## config.mk

```make
export PLATFORM = sky130hd
export DESIGN_NAME = dvi_frame_reader
export DESIGN_NICKNAME = d
export VERILOG_FILES = /design/src/rtl/dvi_frame_reader_pkg.sv /design/src/rtl/dvi_frame_reader_sync_delay.sv /design/src/rtl/dvi_frame_reader.sv
export SDC_FILE = /design/constraint.sdc
export NUM_CORES = 1
export LEC_CHECK = 0
export BUFFER_PORTS_ARGS = -buffer_cell sky130_fd_sc_hd__buf_2
export CAP_MARGIN = 20
export CORE_UTILIZATION = 45
export CTS_BUF_LIST = sky130_fd_sc_hd__clkbuf_4 sky130_fd_sc_hd__clkbuf_8
export CTS_CLUSTER_SIZE = 14
export DETAILED_ROUTE_END_ITERATION = 10
export GPL_ROUTABILITY_DRIVEN = 1
export GPL_TIMING_DRIVEN = 0
export HOLD_SLACK_MARGIN = 0.1
export PLACE_DENSITY_LB_ADDON = 0.2
export SLEW_MARGIN = 25
export SYNTH_ARGS = -nofsm -noshare
export SYNTH_HDL_FRONTEND = slang
export SYNTH_HIERARCHICAL = 1
export SYNTH_SLANG_ARGS = --single-unit
export TNS_END_PERCENT = 30
```

## constraint.sdc

```tcl
create_clock -name dvi_clk -period 1.73 [get_ports dvi_clk]
set_input_delay 0.0865 -clock dvi_clk [delete_from_list [all_inputs] [get_ports dvi_clk]]
set_output_delay 0.0865 -clock dvi_clk [all_outputs]
set_load 0.02 [all_outputs]
```

## src/rtl/dvi_frame_reader_pkg.sv

```systemverilog
// dvi_frame_reader_pkg: shared states, pixel constants and channel slice positions for the DVI frame reader
package dvi_frame_reader_pkg;
  typedef enum logic [1:0] {
    WAIT_LEVEL = 2'd0,
    WAIT_VS    = 2'd1,
    STREAM     = 2'd2
  } state_e;
  typedef struct packed {
    logic de;
    logic hs;
    logic vs;
    logic valid;
  } sync_t;
  localparam logic [23:0] BLACK_PIXEL = 24'h0;
  localparam int R_MSB = 29;
  localparam int G_MSB = 19;
  localparam int B_MSB = 9;
  localparam int SYNC_DELAY = 2;
endpackage

```

## src/rtl/dvi_frame_reader_sync_delay.sv

```systemverilog
// dvi_frame_reader_sync_delay: N-stage shift register carrying timing and the per-slot valid bit
module dvi_frame_reader_sync_delay
  import dvi_frame_reader_pkg::*;
#(
  parameter int N = 2
) (
  input  logic  clk,
  input  logic  rst,
  input  sync_t d_i,
  output sync_t q_o
);
  sync_t pipe_q [N];
  always_ff @(posedge clk or posedge rst) begin
    if (rst) begin
      for (int i = 0; i < N; i++) pipe_q[i] <= '0;
    end else begin
      pipe_q[0] <= d_i;
      for (int i = 1; i < N; i++) pipe_q[i] <= pipe_q[i-1];
    end
  end
  assign q_o = pipe_q[N-1];
endmodule

```

## src/rtl/dvi_frame_reader.sv

```systemverilog
// dvi_frame_reader: pops one FIFO word per active pixel and unpacks 10-bit RGB to RGB888,
// holding black until the FIFO is primed and resynchronising on the next frame after underflow.
module dvi_frame_reader
  import dvi_frame_reader_pkg::*;
#(
  parameter int          DATA_W      = 32,
  parameter int          USEDW_W     = 9,
  parameter int unsigned START_LEVEL = 256,
  parameter logic        VS_ACT      = 1'b0
) (
  input  logic               dvi_clk,
  input  logic               reset,
  input  logic               vpg_de,
  input  logic               vpg_hs,
  input  logic               vpg_vs,
  input  logic [DATA_W-1:0]  fifo_rdata,
  input  logic               fifo_empty,
  input  logic [USEDW_W-1:0] fifo_rdusedw,
  input  logic               clr_status,
  output logic               fifo_rdreq,
  output logic               o_de,
  output logic               o_hs,
  output logic               o_vs,
  output logic [23:0]        o_data,
  output logic               streaming,
  output logic               underflow,
  output logic [15:0]        underflow_cnt,
  output logic [15:0]        frame_cnt
);
  state_e      state_q, state_d;
  logic        vs_q;
  logic [23:0] pix_q;
  logic        uf_q, uf_d;
  logic [15:0] ucnt_q, ucnt_d;
  logic [15:0] fcnt_q, fcnt_d;
  logic        vs_lead, uf_ev, unused_bits;
  sync_t       sync_in, sync_out;
  assign vs_lead    = (vpg_vs == VS_ACT) && (vs_q != VS_ACT);
  assign fifo_rdreq = (state_q == STREAM) && vpg_de && !fifo_empty;
  assign uf_ev      = (state_q == STREAM) && vpg_de && fifo_empty;
  assign unused_bits = ^{fifo_rdata[DATA_W-1:R_MSB+1], fifo_rdata[R_MSB-8:G_MSB+1],
                         fifo_rdata[G_MSB-8:B_MSB+1], fifo_rdata[B_MSB-8:0]};
  always_comb begin
    state_d = state_q;
    case (state_q)
      WAIT_LEVEL: state_d = (fifo_rdusedw >= USEDW_W'(START_LEVEL)) ? WAIT_VS : WAIT_LEVEL;
      WAIT_VS:    state_d = vs_lead ? STREAM : WAIT_VS;
      STREAM:     state_d = uf_ev ? WAIT_LEVEL : STREAM;
      default:    state_d = WAIT_LEVEL;
    endcase
    // a new underflow outranks a simultaneous clear, leaving a fresh count of one
    uf_d   = uf_ev | (uf_q & ~clr_status);
    ucnt_d = uf_ev ? (clr_status ? 16'd1 : (&ucnt_q ? ucnt_q : ucnt_q + 16'd1))
                   : (clr_status ? 16'd0 : ucnt_q);
    fcnt_d = fcnt_q + {15'd0, vs_lead};
  end
  always_ff @(posedge dvi_clk or posedge reset) begin
    if (reset) begin
      state_q <= WAIT_LEVEL;
      vs_q    <= VS_ACT;
      pix_q   <= BLACK_PIXEL;
      uf_q    <= 1'b0;
      ucnt_q  <= 16'd0;
      fcnt_q  <= 16'd0;
    end else begin
      state_q <= state_d;
      vs_q    <= vpg_vs;
      pix_q   <= {fifo_rdata[R_MSB-:8], fifo_rdata[G_MSB-:8], fifo_rdata[B_MSB-:8]};
      uf_q    <= uf_d;
      ucnt_q  <= ucnt_d;
      fcnt_q  <= fcnt_d;
    end
  end
  assign sync_in = {vpg_de, vpg_hs, vpg_vs, fifo_rdreq};
  dvi_frame_reader_sync_delay #(.N(SYNC_DELAY)) u_sync (
    .clk (dvi_clk),
    .rst (reset),
    .d_i (sync_in),
    .q_o (sync_out)
  );
  assign o_de          = sync_out.de;
  assign o_hs          = sync_out.hs;
  assign o_vs          = sync_out.vs;
  assign o_data        = sync_out.valid ? pix_q : BLACK_PIXEL;
  assign streaming     = (state_q == STREAM);
  assign underflow     = uf_q;
  assign underflow_cnt = ucnt_q;
  assign frame_cnt     = fcnt_q;
endmodule

```

After elaboration in Yosys (flattened, before gate mapping)
Index checks and enable logic that the tools add are counted.
{"block": "word_totals", "register_bits": 67, "input_bits": 48, "out_inout_bits": 62, "word_cells": 41}
{"block": "op_classes", "addsub": 2, "order_cmp": 1, "n_eq_ne": 3, "mux": 9, "bitwise_logic": 4, "n_reduce_logical": 9}
{"operator": "16-bit 2-to-1 mux", "n": 4}
{"operator": "24-bit 2-to-1 mux", "n": 1}
{"operator": "16-bit by 1-bit adder with 16-bit output", "n": 1}
{"operator": "16-bit by 1-bit adder with 16-bit output, second input constant", "n": 1}
{"operator": "16-bit AND reduction", "n": 1}
{"operator": "9-bit >= comparator, second input constant", "n": 1}
{"operator": "2-bit one-hot mux with 3 select lines", "n": 1}
{"operator": "1-bit logical AND", "n": 4}
{"operator": "2-bit 2-to-1 mux", "n": 2}
{"operator": "2-bit by 1-bit == test with 1-bit output, second input constant", "n": 1}
{"operator": "2-bit == test, second input constant", "n": 1}
{"operator": "2-bit zero test", "n": 1}
{"operator": "2-bit != test, second input constant", "n": 1}
{"operator": "1-bit inverter", "n": 2}
{"operator": "2-bit AND reduction", "n": 1}
{"operator": "2-bit nonzero test", "n": 1}
{"operator": "1-bit bitwise AND", "n": 1}
{"operator": "1-bit zero test", "n": 1}
{"operator": "1-bit 2-to-1 mux", "n": 1}
{"operator": "1-bit OR", "n": 1}

Longest topological paths before layout
Gate-level depths: netlist of the first run.
{"block": "logic_depth", "word_depth": 5, "depth_mapped": 7, "ltp_nobuf": 7}

Modules after synthesis
The synthesis of the first run kept the hierarchy.
{"module": "dvi_frame_reader", "n_inst": 1, "cells_each": 219, "area_each_um2": 2557.5, "seq_area_each_um2": 1501.4}
{"module": "dvi_frame_reader_sync_delay", "n_inst": 1, "cells_each": 13, "area_each_um2": 234.0, "seq_area_each_um2": 200.2}

Least setup slack after synthesis of the first run
Ideal clock, no wire load.
{"block": "synth_timing", "path_kind": "register to register", "startpoint": "register ucnt_q[7], in the netlist underflow_cnt[7]", "endpoint": "register ucnt_q[14], in the netlist underflow_cnt[14]", "arrival_time_ns": 1.716, "required_time_ns": 1.652, "path_slack_ns": -0.064, "path_stages_with_launch": 5, "path_buffers": 0, "path_cell_list": "dfrtp_1 -> nand4_4 -> or3_4 -> or4_1 -> a21oi_1"}
{"block": "synth_between", "elab_chain_cells": 4}
{"item": "from (decl)", "line_no": "dvi_frame_reader.sv:34", "rtl": "logic [15:0] ucnt_q, ucnt_d;"}
{"item": "from (signal assigned)", "line_no": "dvi_frame_reader.sv:70", "rtl": "ucnt_q <= ucnt_d;"}
{"item": "16-bit by 1-bit adder with 16-bit output", "line_no": "dvi_frame_reader.sv:53", "rtl": "ucnt_d = uf_ev ? (clr_status ? 16'd1 : (&ucnt_q ? ucnt_q : ucnt_q + 16'd1))"}
{"item": "16-bit 2-to-1 mux (3 in a row)", "line_no": "dvi_frame_reader.sv:53"}
Parallel ways exist; a longest one is shown, timed or not. The select of a mux whose other input is x is not followed.
A chain may end at the register's enable or synchronous reset.

Worst setup path after layout of the first run
{"block": "layout_timing", "startpoint": "register ucnt_q[8], in the netlist underflow_cnt[8]", "endpoint": "register ucnt_q[14], in the netlist underflow_cnt[14]"}
The elaborated chain is that of the path after synthesis.

==> results.txt, run 1 <==
----------------------------------------------------
[Floorplanning]
  Starting density of the core ... 46.9%
  Area of the placeable core ... 5960 sq um
  Number of placed I/O pins ... 110
  Die ar. ... 6520 sq um
  Die Height ... 80.8 um
  Number of core rows ... 28
  Die width ... 80.8 um

[Outcome]
  Violations in the final reports ... setup timing
  Result of the run ... finished with violations

[Timing]
  Endpoints failing setup ... 3
  Fraction of the cycle the final worst path needs ... 101%
  Number of pins exceeding their max-slew limit in the final report ... 0
  Worst slew pin tran ... 0.417 ns
  Min Clock Period, post-route ... 1.75 ns
  Max_slew headroom ... 72.0%
  Setup ws final ... -0.0183 ns
  Post-route clock skew ... 0.00751 ns
  Count of final hold-check violations ... 0
  Unrepaired setup endpoints after global routing ... yes
  Maximum operating frequency ... 572 MHz

[Drt]
  Wire length per cell after detailed routing ... 14.7 um
  Vias per cell ... 5.16
  Detailed Routing Iterations Pass 1 ... 4
  Initial DRC count ... 95
  Total vias in the final route ... 2342
  Antenna viol nets, final ... 0
  Total wire length ... 6660 um
  # DRC ... 0

[Power and ir drop]
  Highest ir drop seen on vdd ... 0.698 mV
  Power, Total ... 3730 uW
  Power Dens Cells ... 924 nW/um^2
  Leakage power summed over all cells ... 0.00197 uW

[GRT]
  Number of antenna violations at the first check in global routing ... 0
  Maximum number of pins on one net before global-route repair ... 37
  Vias in the first global route ... 2305
  First-pass GRT wire length ... 10600 um
  Total Routing Usage GR ... 21.9%
  Remaining global-route overflow ... 0

[Synth]
  Post-Syn Area ... 2790 sq um
  Register area share after synthesis ... 61.0%
  Synthesized area per cell ... 12.0 sq um
  Post-Syn Instances ... 232
  Yosys top cell area share ... 61.0%
  Synthesized net count ... 283
  Number of distinct library cell variants in the gate-level netlist after synthesis ... 39
  Number of warnings printed during yosys synthesis ... 6
  Flip-flop and latch count after synthesis ... 68
  Top area cells in the synthesized netlist ... dfrtp_1 61%, and2_1 5.4%, xnor2_1 3.5%, or4_1 2.2%, nand3_1 2.0%
  Post-synthesis cell type with the largest combined area ... dfrtp_1

[Place]
  Gpl congestion ... 0.800
  Count of input and output buffers ... 93
  Area of placed instances ... 3380 sq um
  Post-detail-place hpwl ... 4300 um

[Clock network]
  Clock tree from TritonCTS ... built
  H-tree lvl count ... 3
  Number of buffers created by CTS ... 9
  Clock slew seen by the registers of the worst setup and hold paths ... 0.07 ns
  CTS max path bufs ... 2
  Later-pin clock latency in the skew report ... 0.34 ns
  Cell at the root of the clock tree ... clkbuf_8
  CTS sink cnt ... 68

[Critical path]
  R2R Path End ... underflow_cnt[14]
  Kind of start point of the critical path ... flip-flop
  Signal arrival time at the worst endpoint ... 2.01 ns
  Cell-by-cell listing of the critical path ... nand4_4 > or3_4 > or4_1 > a21oi_1
  Critical Path Slowest Stage Cell ... or4_1
  Setup slack of the most critical reg-to-reg path ... -0.02 ns
  Crit-path max FO ... 6
  Worst Setup SP ... underflow_cnt[8]
  Reg-to-reg startpoint ... underflow_cnt[8]
  CP Class ... reg -> reg
  Crit. End Element ... flip-flop
  Worst Path Required ... 1.99 ns
  Crit path largest cell delay ... 0.47 ns
  R2R depth ... 4
  Worst setup path endpoint ... underflow_cnt[14]

[Finish]
  Final layout net count ... 425
  Area delta synth->final ... 44.6%
  Commonest cells after routing, fill and taps aside ... 93 x buf_2, 59 x dfrtp_1, 30 x dlygate4sd3_1, 24 x and2_1, 13 x nand2_1
  Post-layout instance area ... 4040 sq um
  Share of cells above drive strength 1 ... 40.4%
  Antenna diodes ... 0
  Most frequent standard cell in the layout excluding fill and tap cells ... buf_2

[Worst hold path]
  Min-delay src ... clr_status
  Path category of the worst min-delay check ... in -> reg

[Job]
  Max-cap violation count ... 0

----------------------------------------------------
synthesized netlist by cell type, drive strengths merged:
cell type,count
ha,3
xor2,3
inv,8
nand2,14
a21oi,10
xnor2,11
o21ai,6
o41ai,1
and4,3
nor4bb,1
nor3,3
nor2,7
nor3b,1
nand4,10
nand4b,1
buf,6
a31oi,1
or3,4
nor4,4
and2,24
o2111ai,1
a211oi,2
and4b,1
o311a,1
clkbuf,2
dfrtp,68
dlygate4sd1,2
and3,2
nor2b,5
or4,8
nand3,11
o31ai,7
mux2,1
cells by family after synthesis:
kind of cell | synth area share, %
simple gates | 22.7
flops | 61.0
compound gates | 6.54
buf+inv | 3.63
xor+xnor | 4.39
fa+ha+maj | 1.34
mux | 0.403
cell type report:
type                       count  area, sq um
buffer                        10         73.8
inverter                       8         32.5
tap                           75         93.8
multi-input combinational    146         1080
clock inverter                 4         48.8
timing repair buffer         131          838
sequential                    68         1710
clock buffer                  12          153
fill                         468         1920
state kept, by name, indices dropped and copies added (netlist names):
name and cells:
underflow 1, underflow_cnt 16, pix_q 24, u_sync/pipe_q 4
u_sync/q_o 4, vs_q 1, state_q 2, frame_cnt 16
critical path, delay by kind of cell (launching register included):
| kind | cells | cell delay (ns) |
|---|---|---|
| AOI/OAI and AO/OA | 1 | 0.14 |
| DFF | 1 | 0.44 |
| and+or+nand+nor | 3 | 1.09 |
power breakdown:
part / switching [uW] / internal [uW] / leakage [uW] / total, uW
Clock: 564 / 735 / 0.000107 / 1300
Sequential: 115 / 1730 / 0.000850 / 1840
Combinational: 341 / 251 / 0.00101 / 591
Total: 1020 / 2710 / 0.00197 / 3730
timing repair:
action	4_1_cts	5_1_grt
endpoints found under the setup margin	21	23
resized for setup	11	13
pin swaps	4	6
endpoints found under the hold margin	99	0
buffers inserted	5	2
hold buffers	30	0
routing by layer:
metal	global-route usage, %	up-vias	wire [um]
met5	0	-	0
met3	6.07	13	530
met2	36.9	101	3150
met1	26.2	1121	2830
met4	10.2	0	138
li1	-	1107	-
worst min-delay path by stage:
stage | endpoint | slack (ns) | depth (start not counted)
floorplan | u_sync/pipe_q[4] | -0.1 | 1
CTS | underflow_cnt[9] | 0.11 | 3
detailed placement | u_sync/q_o[3] | 0.08 | 2
global placement | u_sync/q_o[3] | 0.05 | 2
global route | underflow_cnt[9] | 0.11 | 3
finish | underflow_cnt[9] | 0.12 | 3
through the flow:
step            TNS (ns)  utilization [%]  hold slack, ns  cells  worst slack [ns]
2_1_floorplan  -0.000584                -         -0.0978    232         -0.000584
3_3_place_gp      -41.36             56.4          0.0491    400            -0.828
3_5_place_dp       -2.24             56.8          0.0791    401            -0.204
4_1_cts          -0.0230             66.6           0.111    452           -0.0114
5_1_grt           -0.549             67.8           0.107    454           -0.0960
6_report         -0.0401             67.8           0.117    454           -0.0183
Note: power is estimated with default switching activity, not from simulation.
==> run 2: changes to the inputs <==
--- a/config.mk
+++ b/config.mk
@@ -14,6 +14,7 @@
 export GPL_ROUTABILITY_DRIVEN = 1
 export GPL_TIMING_DRIVEN = 0
 export HOLD_SLACK_MARGIN = 0.1
+export MAX_ROUTING_LAYER = met4
 export PLACE_DENSITY_LB_ADDON = 0.2
 export SLEW_MARGIN = 25
 export SYNTH_ARGS = -nofsm -noshare
==> run 2 against run 1 <==
Against the previous run: the run still ends with setup timing left; die area unchanged; sequential power about the same; non-clock buffer count unchanged; critical path type unchanged.
==> results.txt, run 2 (synthesized netlist as in run 1, its figures left out) <==
----------------------------------------------------
[Finish]
  Register ranked first by flip-flop count ... pix_q (unchanged)
  Fill cell count ... 468 (unchanged)
  Antenna diodes ... 0 (unchanged)
  Commonest cells after routing, fill and taps aside ... 93 x buf_2, 59 x dfrtp_1, 30 x dlygate4sd3_1, 24 x and2_1, 13 x nand2_1 (unchanged)
  Most frequent standard cell in the layout excluding fill and tap cells ... buf_2 (unchanged)
  Area delta synth->final ... 44.6% (unchanged)
  Reg area ... 1710 sq um (unchanged)
  Share of cells above drive strength 1 ... 40.4% (unchanged)
  Number of flip-flops in the largest register ... 24 (unchanged)
  Final core area utilization ... 67.8% (unchanged)
  Non-filler instance count after layout ... 454 (unchanged)
  Final layout net count ... 425 (unchanged)
  Footprint of the multi-input gates ... 1080 sq um (unchanged)

[Critical path]
  Setup slack of the most critical reg-to-reg path ... -0.03 ns (was -0.02 ns)
  Signal arrival time at the worst endpoint ... 2.02 ns (was 2.01 ns)
  Worst Path Required ... 1.99 ns (about the same)
  Kind of start point of the critical path ... flip-flop (unchanged)
  Cell-by-cell listing of the critical path ... nand4_4 > or3_4 > or4_1 > a21oi_1 (unchanged)
  Critical Path Slowest Stage Cell ... or4_1 (unchanged)
  Crit. End Element ... flip-flop (unchanged)
  Crit path largest cell delay ... 0.47 ns (about the same)
  Buffers plus inverters on the worst setup path ... 0 (unchanged)
  Reg-to-reg startpoint ... underflow_cnt[5] (was underflow_cnt[8])
  R2R Path End ... underflow_cnt[14] (unchanged)
  Delay-heaviest family, CP ... simple AND/OR/NAND/NOR gates (unchanged)
  CP Class ... reg -> reg (unchanged)
  Worst Setup SP ... underflow_cnt[5] (was underflow_cnt[8])
  R2R depth ... 4 (unchanged)
  Crit-path max FO ... 7 (was 6)

[GRT]
  Total Routing Usage GR ... 22.5% (was 21.9%)
  Vias in the first global route ... 2310 (was 2305)
  Global-route met1 utilization ... 26.5% (was 26.2%)
  Global route hottest layer ... met2 (unchanged)
  Remaining global-route overflow ... 0 (unchanged)
  First-pass GRT wire length ... 10600 um (about the same)
  Met3 layer usage reported by global route ... 4.27% (was 6.07%)
  Maximum number of pins on one net before global-route repair ... 37 (unchanged)
  Met2 routing resource usage after global routing ... 36.9% (unchanged)
  Number of antenna violations at the first check in global routing ... 0 (unchanged)

[Timing]
  Worst slew pin tran ... 0.480 ns (was 0.417 ns)
  Post-route clock skew ... 0.00791 ns (was 0.00751 ns)
  Number of pins exceeding their max-slew limit in the final report ... 0 (unchanged)
  Min Clock Period, post-route ... 1.76 ns (was 1.75 ns)
  Max_slew headroom ... 67.7% (was 72.0%)
  Setup ws final ... -0.0312 ns (was -0.0183 ns)
  Fraction of the cycle the final worst path needs ... 102% (was 101%)
  Endpoints failing setup ... 3 (unchanged)
  Maximum operating frequency ... 568 MHz (was 572 MHz)
  Count of final hold-check violations ... 0 (unchanged)
  Unrepaired setup endpoints after global routing ... yes (unchanged)

[Drt]
  Detailed Routing Iterations Pass 1 ... 4 (unchanged)
  Total vias in the final route ... 2340 (was 2342)
  Antenna viol nets, final ... 0 (unchanged)
  Total wire length ... 6680 um (was 6660 um)
  # DRC ... 0 (unchanged)
  Vias per cell ... 5.15 (was 5.16)
  Initial DRC count ... 80 (was 95)
  Wire length per cell after detailed routing ... 14.7 um (about the same)

[Place]
  Placed Cells ... 401 (unchanged)
  Gpl congestion ... 0.812 (was 0.800)
  Post-detail-place hpwl ... 4300 um (unchanged)
  Count of input and output buffers ... 93 (unchanged)

[Job]
  Max-cap violation count ... 0 (unchanged)

[Clock network]
  Later-pin clock latency in the skew report ... 0.34 ns (about the same)
  CTS max path bufs ... 2 (unchanged)
  CTS sink cnt ... 68 (unchanged)
  H-tree lvl count ... 3 (unchanged)
  Clock slew seen by the registers of the worst setup and hold paths ... 0.07 ns (about the same)
  Cell at the root of the clock tree ... clkbuf_8 (unchanged)
  Number of buffers created by CTS ... 9 (unchanged)
  Clock tree from TritonCTS ... built (unchanged)

[Worst hold path]
  Path category of the worst min-delay check ... in -> reg (unchanged)
  Hold Path Cell Cnt ... 3 (unchanged)
  Min-delay src ... clr_status (unchanged)
  Endpoint of the worst hold path ... underflow_cnt[9] (unchanged)

[Floorplanning]
  Die Height ... 80.8 um (unchanged)
  Number of placed I/O pins ... 110 (unchanged)
  Number of core rows ... 28 (unchanged)
  Die width ... 80.8 um (unchanged)
  Starting density of the core ... 46.9% (unchanged)
  Die ar. ... 6520 sq um (unchanged)
  Area of the placeable core ... 5960 sq um (unchanged)

[Power and ir drop]
  Highest ir drop seen on vdd ... 0.698 mV (about the same)
  Leakage power summed over all cells ... 0.00197 uW (unchanged)
  Power Dens Cells ... 924 nW/um^2 (about the same)

[Outcome]
  Violations in the final reports ... setup timing (unchanged)
  Result of the run ... finished with violations (unchanged)

----------------------------------------------------
run 2: cell counts in the layout (fill, tap and decap cells not counted):
Identical to the previous run, type by type.
run 2: worst max-delay path by stage:
stage          slack, ns                 to  cells past startpoint
2_1_floorplan    -0.0006  underflow_cnt[14]                      4
3_3_place_gp       -0.83   underflow_cnt[0]                      2
3_5_place_dp       -0.20  underflow_cnt[13]                      4
4_1_cts            -0.01   underflow_cnt[8]                      4
5_1_grt             -0.1  underflow_cnt[14]                      4
6_report           -0.03  underflow_cnt[14]                      4
run 2: power breakdown:
group	leakage, uW	internal [uW]	switching (uW)
clock	0.000107	735	562
combinational	0.00101	251	341
sequential	0.000850	1730	115
run 2: layer usage:
metal	up-vias	wire, um
met5	-	0
met3	17	423
met2	92	3160
met4	0	131
met1	1127	2970
li1	1104	-
run 2: layout make-up:
type | count | area share [%]
flip-flops and latches | 68 | 42.4
inverters | 8 | 0.806
multi-input cells | 146 | 26.8
plain buffers | 10 | 1.83
clock buffers | 12 | 3.78
well taps | 75 | 2.32
clock inverters | 4 | 1.21
repair buffers | 131 | 20.8
run 2: repair_timing:
action                                  CTS  global route
pin swaps                                 4             6
endpoints found under the setup margin   21            23
buffers inserted                          5             2
gates resized for setup                  11            13
hold buffers                             30             0
endpoints found under the hold margin    99             0
run 2: worst min-delay path, stage by stage:
cell and delay [ns]:
buf_2 0.10, nor2b_1 0.09, mux2_2 0.14
run 2: metrics by stage:
stage | instance area (sq um) | power, uW | hold WS, ns | setup slack [ns] | setup TNS, ns
after floorplan | 2800 | 2150 | -0.0978 | -0.000584 | -0.000584
after global placement | 3360 | 2340 | 0.0491 | -0.828 | -41.36
after detailed placement | 3380 | 2360 | 0.0791 | -0.204 | -2.24
after CTS | 3970 | 3760 | 0.111 | -0.0114 | -0.0230
after global routing | 4040 | 3910 | 0.112 | -0.0959 | -0.550
final | 4040 | 3730 | 0.119 | -0.0312 | -0.0577
